<file path="config.mk">
export PLATFORM = sky130hd
export DESIGN_NAME = axi_ram_bridge
export DESIGN_NICKNAME = d
export VERILOG_FILES = /design/src/rtl/axi_ram_bridge.sv
export SDC_FILE = /design/constraint.sdc
export NUM_CORES = 1
export LEC_CHECK = 0
export ABC_CLOCK_PERIOD_IN_PS = 2800
export CAP_MARGIN = 20
export CORE_MARGIN = 3
export CORE_UTILIZATION = 33
export DETAILED_ROUTE_END_ITERATION = 16
export PLACE_DENSITY = 0.77
export SLEW_MARGIN = 20
export SYNTH_ARGS = -nofsm -noshare
export SYNTH_HDL_FRONTEND = slang
export SYNTH_SLANG_ARGS = --single-unit
</file>
<file path="constraint.sdc">
create_clock -name clk -period 2.8 [get_ports clk]
set_input_delay 0.28 -clock clk [delete_from_list [all_inputs] [get_ports clk]]
set_output_delay 0.28 -clock clk [all_outputs]
set_load 0.05 [all_outputs]
</file>
<file path="src/rtl/axi_ram_bridge.sv">
// AXI3 slave to single-port word-wide synchronous RAM bridge.
// One transaction in flight at a time; reads and writes share the RAM and are
// granted round-robin. FIXED/INCR/WRAP bursts up to 16 beats, 32-bit data.
//
// state    | meaning
// ---------+------------------------------------------------------------
// IDLE     | waiting for AR/AW; grants one side, latches the request
// RD_ISSUE | RAM read strobe for the current beat address
// RD_RESP  | RAM word presented on R; held until rready
// WR_DATA  | accepting W beats, each written to RAM in its handshake cycle
// WR_RESP  | B response presented until bready

module axi_ram_bridge #(
    parameter int ID_WIDTH = 4,
    parameter int RAM_AW   = 16
) (
    input  logic                clk,
    input  logic                rst,
    input  logic [ID_WIDTH-1:0] arid,
    input  logic [31:0]         araddr,
    input  logic [7:0]          arlen,
    input  logic [2:0]          arsize,
    input  logic [1:0]          arburst,
    input  logic                arvalid,
    output logic                arready,
    output logic [ID_WIDTH-1:0] rid,
    output logic [31:0]         rdata,
    output logic [1:0]          rresp,
    output logic                rlast,
    output logic                rvalid,
    input  logic                rready,
    input  logic [ID_WIDTH-1:0] awid,
    input  logic [31:0]         awaddr,
    input  logic [7:0]          awlen,
    input  logic [2:0]          awsize,
    input  logic [1:0]          awburst,
    input  logic                awvalid,
    output logic                awready,
    input  logic [31:0]         wdata,
    input  logic [3:0]          wstrb,
    input  logic                wlast,
    input  logic                wvalid,
    output logic                wready,
    output logic [ID_WIDTH-1:0] bid,
    output logic [1:0]          bresp,
    output logic                bvalid,
    input  logic                bready,
    output logic                ram_en,
    output logic [3:0]          ram_we,
    output logic [RAM_AW-1:0]   ram_addr,
    output logic [31:0]         ram_wdata,
    input  logic [31:0]         ram_rdata
);

    typedef enum logic [2:0] {IDLE, RD_ISSUE, RD_RESP, WR_DATA, WR_RESP} state_t;

    state_t              state_q, state_d;
    logic                prio_rd_q;
    logic [ID_WIDTH-1:0] id_q;
    logic [31:0]         addr_q;
    logic [3:0]          len_q;
    logic [2:0]          size_q;
    logic [1:0]          burst_q;
    logic [3:0]          beat_q;
    logic                err_q;

    logic                grant_rd;
    logic                grant_wr;
    logic                last_beat;
    logic [31:0]         step;
    logic [31:0]         wrap_mask;
    logic [31:0]         next_addr;

    // Bursts are at most 16 beats, so the upper length nibble carries nothing.
    logic                unused_len;
    assign unused_len = ^{arlen[7:4], awlen[7:4]};

    assign grant_rd  = arvalid & (~awvalid | prio_rd_q);
    assign grant_wr  = awvalid & ~grant_rd;
    assign last_beat = (beat_q == len_q);
    assign step      = 32'd1 << size_q;
    assign wrap_mask = (({28'd0, len_q} + 32'd1) << size_q) - 32'd1;

    // Next beat address; reserved burst type behaves as INCR.
    always_comb begin
        case (burst_q)
            2'b00:   next_addr = addr_q;
            2'b10:   next_addr = (addr_q & ~wrap_mask) | ((addr_q + step) & wrap_mask);
            default: next_addr = addr_q + step;
        endcase
    end

    // State register.
    always_ff @(posedge clk) begin
        if (rst) state_q <= IDLE;
        else     state_q <= state_d;
    end

    // Next-state logic.
    always_comb begin
        state_d = state_q;
        case (state_q)
            IDLE: begin
                if (grant_rd)      state_d = RD_ISSUE;
                else if (grant_wr) state_d = WR_DATA;
            end
            RD_ISSUE: state_d = RD_RESP;
            RD_RESP:  if (rready) state_d = last_beat ? IDLE : RD_ISSUE;
            WR_DATA:  if (wvalid && last_beat) state_d = WR_RESP;
            WR_RESP:  if (bready) state_d = IDLE;
            default:  state_d = IDLE;
        endcase
    end

    // Request latching, beat/address tracking, arbitration priority and write error flag.
    always_ff @(posedge clk) begin
        if (rst) begin
            prio_rd_q <= 1'b1;
            id_q      <= '0;
            addr_q    <= 32'd0;
            len_q     <= 4'd0;
            size_q    <= 3'd0;
            burst_q   <= 2'b00;
            beat_q    <= 4'd0;
            err_q     <= 1'b0;
        end else begin
            case (state_q)
                IDLE: begin
                    if (grant_rd | grant_wr) begin
                        id_q      <= grant_rd ? arid    : awid;
                        addr_q    <= grant_rd ? araddr  : awaddr;
                        len_q     <= grant_rd ? arlen[3:0] : awlen[3:0];
                        size_q    <= grant_rd ? arsize  : awsize;
                        burst_q   <= grant_rd ? arburst : awburst;
                        beat_q    <= 4'd0;
                        prio_rd_q <= ~grant_rd;
                    end
                end
                RD_RESP: begin
                    if (rready && !last_beat) begin
                        addr_q <= next_addr;
                        beat_q <= beat_q + 4'd1;
                    end
                end
                WR_DATA: begin
                    if (wvalid) begin
                        addr_q <= next_addr;
                        beat_q <= beat_q + 4'd1;
                        if (wlast != last_beat) err_q <= 1'b1;
                    end
                end
                WR_RESP: if (bready) err_q <= 1'b0;
                default: ;
            endcase
        end
    end

    // Channel handshakes and RAM strobes; everything is forced quiet while rst is high.
    always_comb begin
        arready   = 1'b0;
        awready   = 1'b0;
        rvalid    = 1'b0;
        rlast     = 1'b0;
        rresp     = 2'b00;
        rid       = '0;
        rdata     = ram_rdata;
        wready    = 1'b0;
        bvalid    = 1'b0;
        bresp     = 2'b00;
        bid       = '0;
        ram_en    = 1'b0;
        ram_we    = 4'b0000;
        ram_addr  = addr_q[RAM_AW+1:2];
        ram_wdata = wdata;
        if (!rst) begin
            case (state_q)
                IDLE: begin
                    arready = grant_rd;
                    awready = grant_wr;
                end
                RD_ISSUE: ram_en = 1'b1;
                RD_RESP: begin
                    rvalid = 1'b1;
                    rid    = id_q;
                    rlast  = last_beat;
                end
                WR_DATA: begin
                    wready = 1'b1;
                    if (wvalid) begin
                        ram_en = 1'b1;
                        ram_we = wstrb;
                    end
                end
                WR_RESP: begin
                    bvalid = 1'b1;
                    bid    = id_q;
                    bresp  = err_q ? 2'b10 : 2'b00;
                end
                default: ;
            endcase
        end
    end

endmodule

</file>
; Word-level counts from Yosys, hierarchy flattened
; Index checks and enable logic that the tools add are counted.
; W data, S select, Z words.
[totals]
register_bits = 54
latch_bits = 0
ram_bits = 0
romBits = 0
in_bits = 174
out_inout_bits = 103
word_cells = 101
memories = 0
[op_classes]
n_addsub = 4
multipliers = 0
n_div = 0
order_cmp = 0
n_eq_ne = 15
shift = 2
mux = 50
n_bitwise = 10
n_reduce_logical = 11
[op_table]
columns = operator, n
row1 = $mux W32, 4
row2 = $pmux W32 S3, 1
row3 = $and A32 B32 Y32, 2
row4 = $pmux W32 S2, 1
row5 = $mux W4, 12
row6 = $add A32 B32 Y32, 1
row7 = $not A32 Y32, 1
row8 = $or A32 B32 Y32, 1
row9 = $shl A1 B3 Y32 const A, 1
row10 = $shl A5 B3 Y32, 1
row11 = $sub A32 B1 Y32 const B, 1
row12 = $mux W1, 18
row13 = $mux W3, 6
row14 = $pmux W3 S5, 1
row15 = $ne A2 B2 Y1 const B, 7
row16 = $pmux W4 S3, 1
row17 = $reduce_and A4 Y1, 3
row18 = $mux W2, 4
row19 = $eq A3 B2 Y1 const B, 2
row20 = $add A4 B1 Y5 const B, 1
row21 = $add A4 B1 Y4 const B, 1
row22 = $eq A4 B4 Y1, 1
row23 = $pmux W1 S2, 2
row24 = $eq A3 B1 Y1 const B, 1
row25 = 14 further kinds, 18

; Logic depth before layout (Yosys ltp)
[depth]
depth_word = 9
depth_mapped = 15
depth_no_buf = 14

; Least setup slack after synthesis
; Ideal clock, no wire load.
[synth_path]
path_type = reg2out
start = register state_q[2]
end = output port rid[0]
arrival_ns = 2.603
t_required_ns = 2.520
setup_slack_ns = -0.083
stages_incl_launch_ff = 6
path_buffers = 2
path_cell_list = dfxtp_1 -> clkbuf_1 -> nand2b_1 -> clkbuf_1 -> nor3_1 -> and2_1
[synth_between]
elab_chain_len = 3
[synth_lines]
columns = element, line_no
row1 = from (decl), 57  ; state_t state_q, state_d;
row2 = from (signal assigned), 96  ; else state_q <= state_d;
row3 = $eq A3 B2 Y1, 176  ; case (state_q)
row4 = $mux W4, 176
row5 = $mux W4, 175  ; if (!rst) begin
row6 = to (decl), 26  ; output logic [ID_WIDTH-1:0] rid,
; Every way passes these cells.

==> flow_metrics.tcl <==
set metrics [dict create \
    path_max_fanout 10 \
    ys_types 69 \
    required_ns 3.01 \
    final_max_slew_viol_count 0 \
    p_clk_share_pct 11.9 \
    ys_seq_area_share_pct 19.40 \
    die_area_um2 13890 \
    min_period_ns 2.714 \
    routed_via_density 5.442 \
    numCtsBuffers 5 \
    p_int_uw 2956 \
    place_area_um2 5139 \
    io_pins 277 \
    synth_top_area_cell "dfxtp_1" \
    rsz0062_at_grt "true" \
    num_rows 40 \
    cp-end-kind "flop" \
    crit_start "len_q[0]" \
    hold_viol 0 \
    top_layer_used "met4" \
    combPwrFrac_pct 69.9 \
    p_switching_uw 2926 \
    drive_above_1_share_pct 18.05 \
    routed-wl-met2_mm 6.397 \
    synth_edf_count 0 \
    status "finished, final reports clean" \
    vias 4381 \
    synth_commonest_cells "nand2_1, buf_4, nor2_1" \
    wl_per_cell_um 16.54 \
    fin_area_um2 5510 \
    tightestPinTransition_ns 0.9847 \
    yosys_warnings 0 \
    first_pass_iters 5 \
    htreeDepth 2 \
    worstSetupStartpointType "flop" \
    pre_cts_slack_ns -0.0007199 \
    cts_tree "yes" \
    p_leak_uw 0.002118 \
    worst_ep_arrival_time_ns 2.92 \
    synth_area_leaders "dfxtp_1, buf_4, nand2_1" \
    wl_met3_mm 1.020 \
    drt-initial-drc-count 371 \
    clk_latency_ns 0.29 \
    grt_use_total_pct 18.08 \
    tns_ns 0 \
    gp_congestion 0.9419 \
    antenna_found_initial 0 \
    synth_most_common_cell "nand2_1" \
    drt_wl_total_mm 13.31 \
    grt_start_max_net_pins 32 \
    drc 0 \
    slew_headroom_pct 33.79 \
    grt_first_pass_wirelength_mm 21.15 \
    synthArstFlopShare_pct 0 \
    rr_worst_depth 9 \
    fin_crit_sh_pct 96.93 \
    r2r_slack_ns 0.09 \
    ant_nets 0 \
    syn_inst 593 \
    dp_hpwl_mm 9.916 \
    crit-reg2reg-launch "len_q[0]" \
    netlist_area_um2 4128 \
    instances_no_fill 805 \
    ir_drop_mv 0.4812 \
    yosysTopAreaCellShare_pct 19.40 \
    cts_max_path_buffers 2 \
    n_antenna_cell 0 \
    cts.clk_slew.worst_paths_ns 0.07 \
    crit_type "flop to flop" \
    fillers 1209 \
    initial_core_util_pct 34.08 \
    fmax_mhz 368.5 \
    cap_viol_max_count 0 \
    area_growth_pct 33.49 \
    final_core_util_pct 45.50 \
    port_buffers 109 \
    final-setup-viol-count 0 \
    first_global_vias 4180 \
    cts_sinks 40 \
    wl_met1_mm 5.545 \
    setup_ws_ns 0.08593 \
    dp.cells 790 \
    hold_path_class "flop to flop" \
    root_buffer "clkbuf_16" \
    synthFlopType "dfxtp_1" \
    fin_nets 822 \
    power_frac_seq_pct 18.2 \
    overflow 0 \
    synth-seq-cells 40 \
    coreArea_um2 12110 \
    fp.dieH_um 117.8 \
    skew_ns 0.008015 \
    die_w_um 117.8 \
    power_density_nw_per_um2 1067 \
    synth.avg_cell_area_um2 6.961 \
    switching_share_pct 49.75 \
]
[power by group through the flow]
| stage | clock, uW | combinational [uW] | sequential [uW] |
|---|---|---|---|
| 2_1_floorplan | 0 | 3030 | 920 |
| 3_3_place_gp | 0 | 3760 | 1030 |
| 3_5_place_dp | 0 | 3800 | 1040 |
| 4_1_cts | 698 | 3850 | 1030 |
| 5_1_grt | 720 | 4460 | 1110 |
| 6_report | 702 | 4110 | 1070 |
[cells in the final DEF (no fill, tap or decap), drive strengths merged, types with 7 or more instances in the layout]
master and instances:
nand2 93, xnor2 15, nand3 16, mux2i 8
nor2 65, a211oi 15, buf 61, a21oi 23
nor3 17, dfxtp 40, a311oi 16, nand4 7
inv 12, nand2b 8, and2 15, o21ai 33
a31oi 8, ha 11, nor2b 10, clkdlybuf4s50 89
[routing by layer]
layer / vias to the layer above / GRT usage, %
met4: 0 / 4.908
met5: - / 0
li1: 2083 / -
met3: 40 / 3.364
met2: 210 / 31.08
met1: 2048 / 23.17
[logic make-up (layout without fill, tap and decap cells)]
family	count (synthesis)	after routing	synth area share, %
xor+xnor	19	19	4.213
simple gates	256	257	29.55
mux	8	8	1.940
buf+inv	129	170	19.70
other cells	1	3	0.09085
fa+ha+maj	12	12	3.819
flops	40	40	19.40
compound gates	128	128	21.28
[worst min-delay path by stage]
stage / end / startpoint / slack [ns] / cells past startpoint
finish: err_q / err_q / 0.47 / 2
global route: err_q / err_q / 0.51 / 2
global placement: err_q / err_q / 0.45 / 2
CTS: err_q / err_q / 0.47 / 2
detailed placement: err_q / err_q / 0.46 / 2
floorplan: err_q / err_q / 0.43 / 2
[through the flow]
stage	total power (uW)	hold slack [ns]
2_1_floorplan	3955	0.4317
6_report	5882	0.4713
5_1_grt	6282	0.5054
4_1_cts	5575	0.4729
3_3_place_gp	4794	0.4462
3_5_place_dp	4835	0.4639
[worst max-delay path: stages, from the launching register on]
cell	delay (ns)
dfxtp_2	0.37
buf_6	0.15
and3_4	0.22
nor2_2	0.06
o311a_1	0.35
or4_4	0.55
or3_1	0.40
a21oi_2	0.16
mux2i_1	0.18
nor3b_1	0.19
[area by class of cell]
type	count	area [um^2]	share of cell area, %
Clock inverter	2	38.79	0.7039
Tap cell	168	210.2	3.815
Timing Repair Buffer	150	1598	29.00
Sequential cell	40	807.0	14.65
Multi-Input combinational cell	427	2673	48.50
Clock buffer	6	138.9	2.520
Inverter	12	45.04	0.8174
[timing repair]
item	in CTS	in global routing
setup endpoints to repair	3	12
pin swaps	1	10
buffers inserted	1	5
hold buffers	0	0
gates resized for setup	2	37
cloned	0	1
Note: power is estimated with default switching activity, not from simulation.
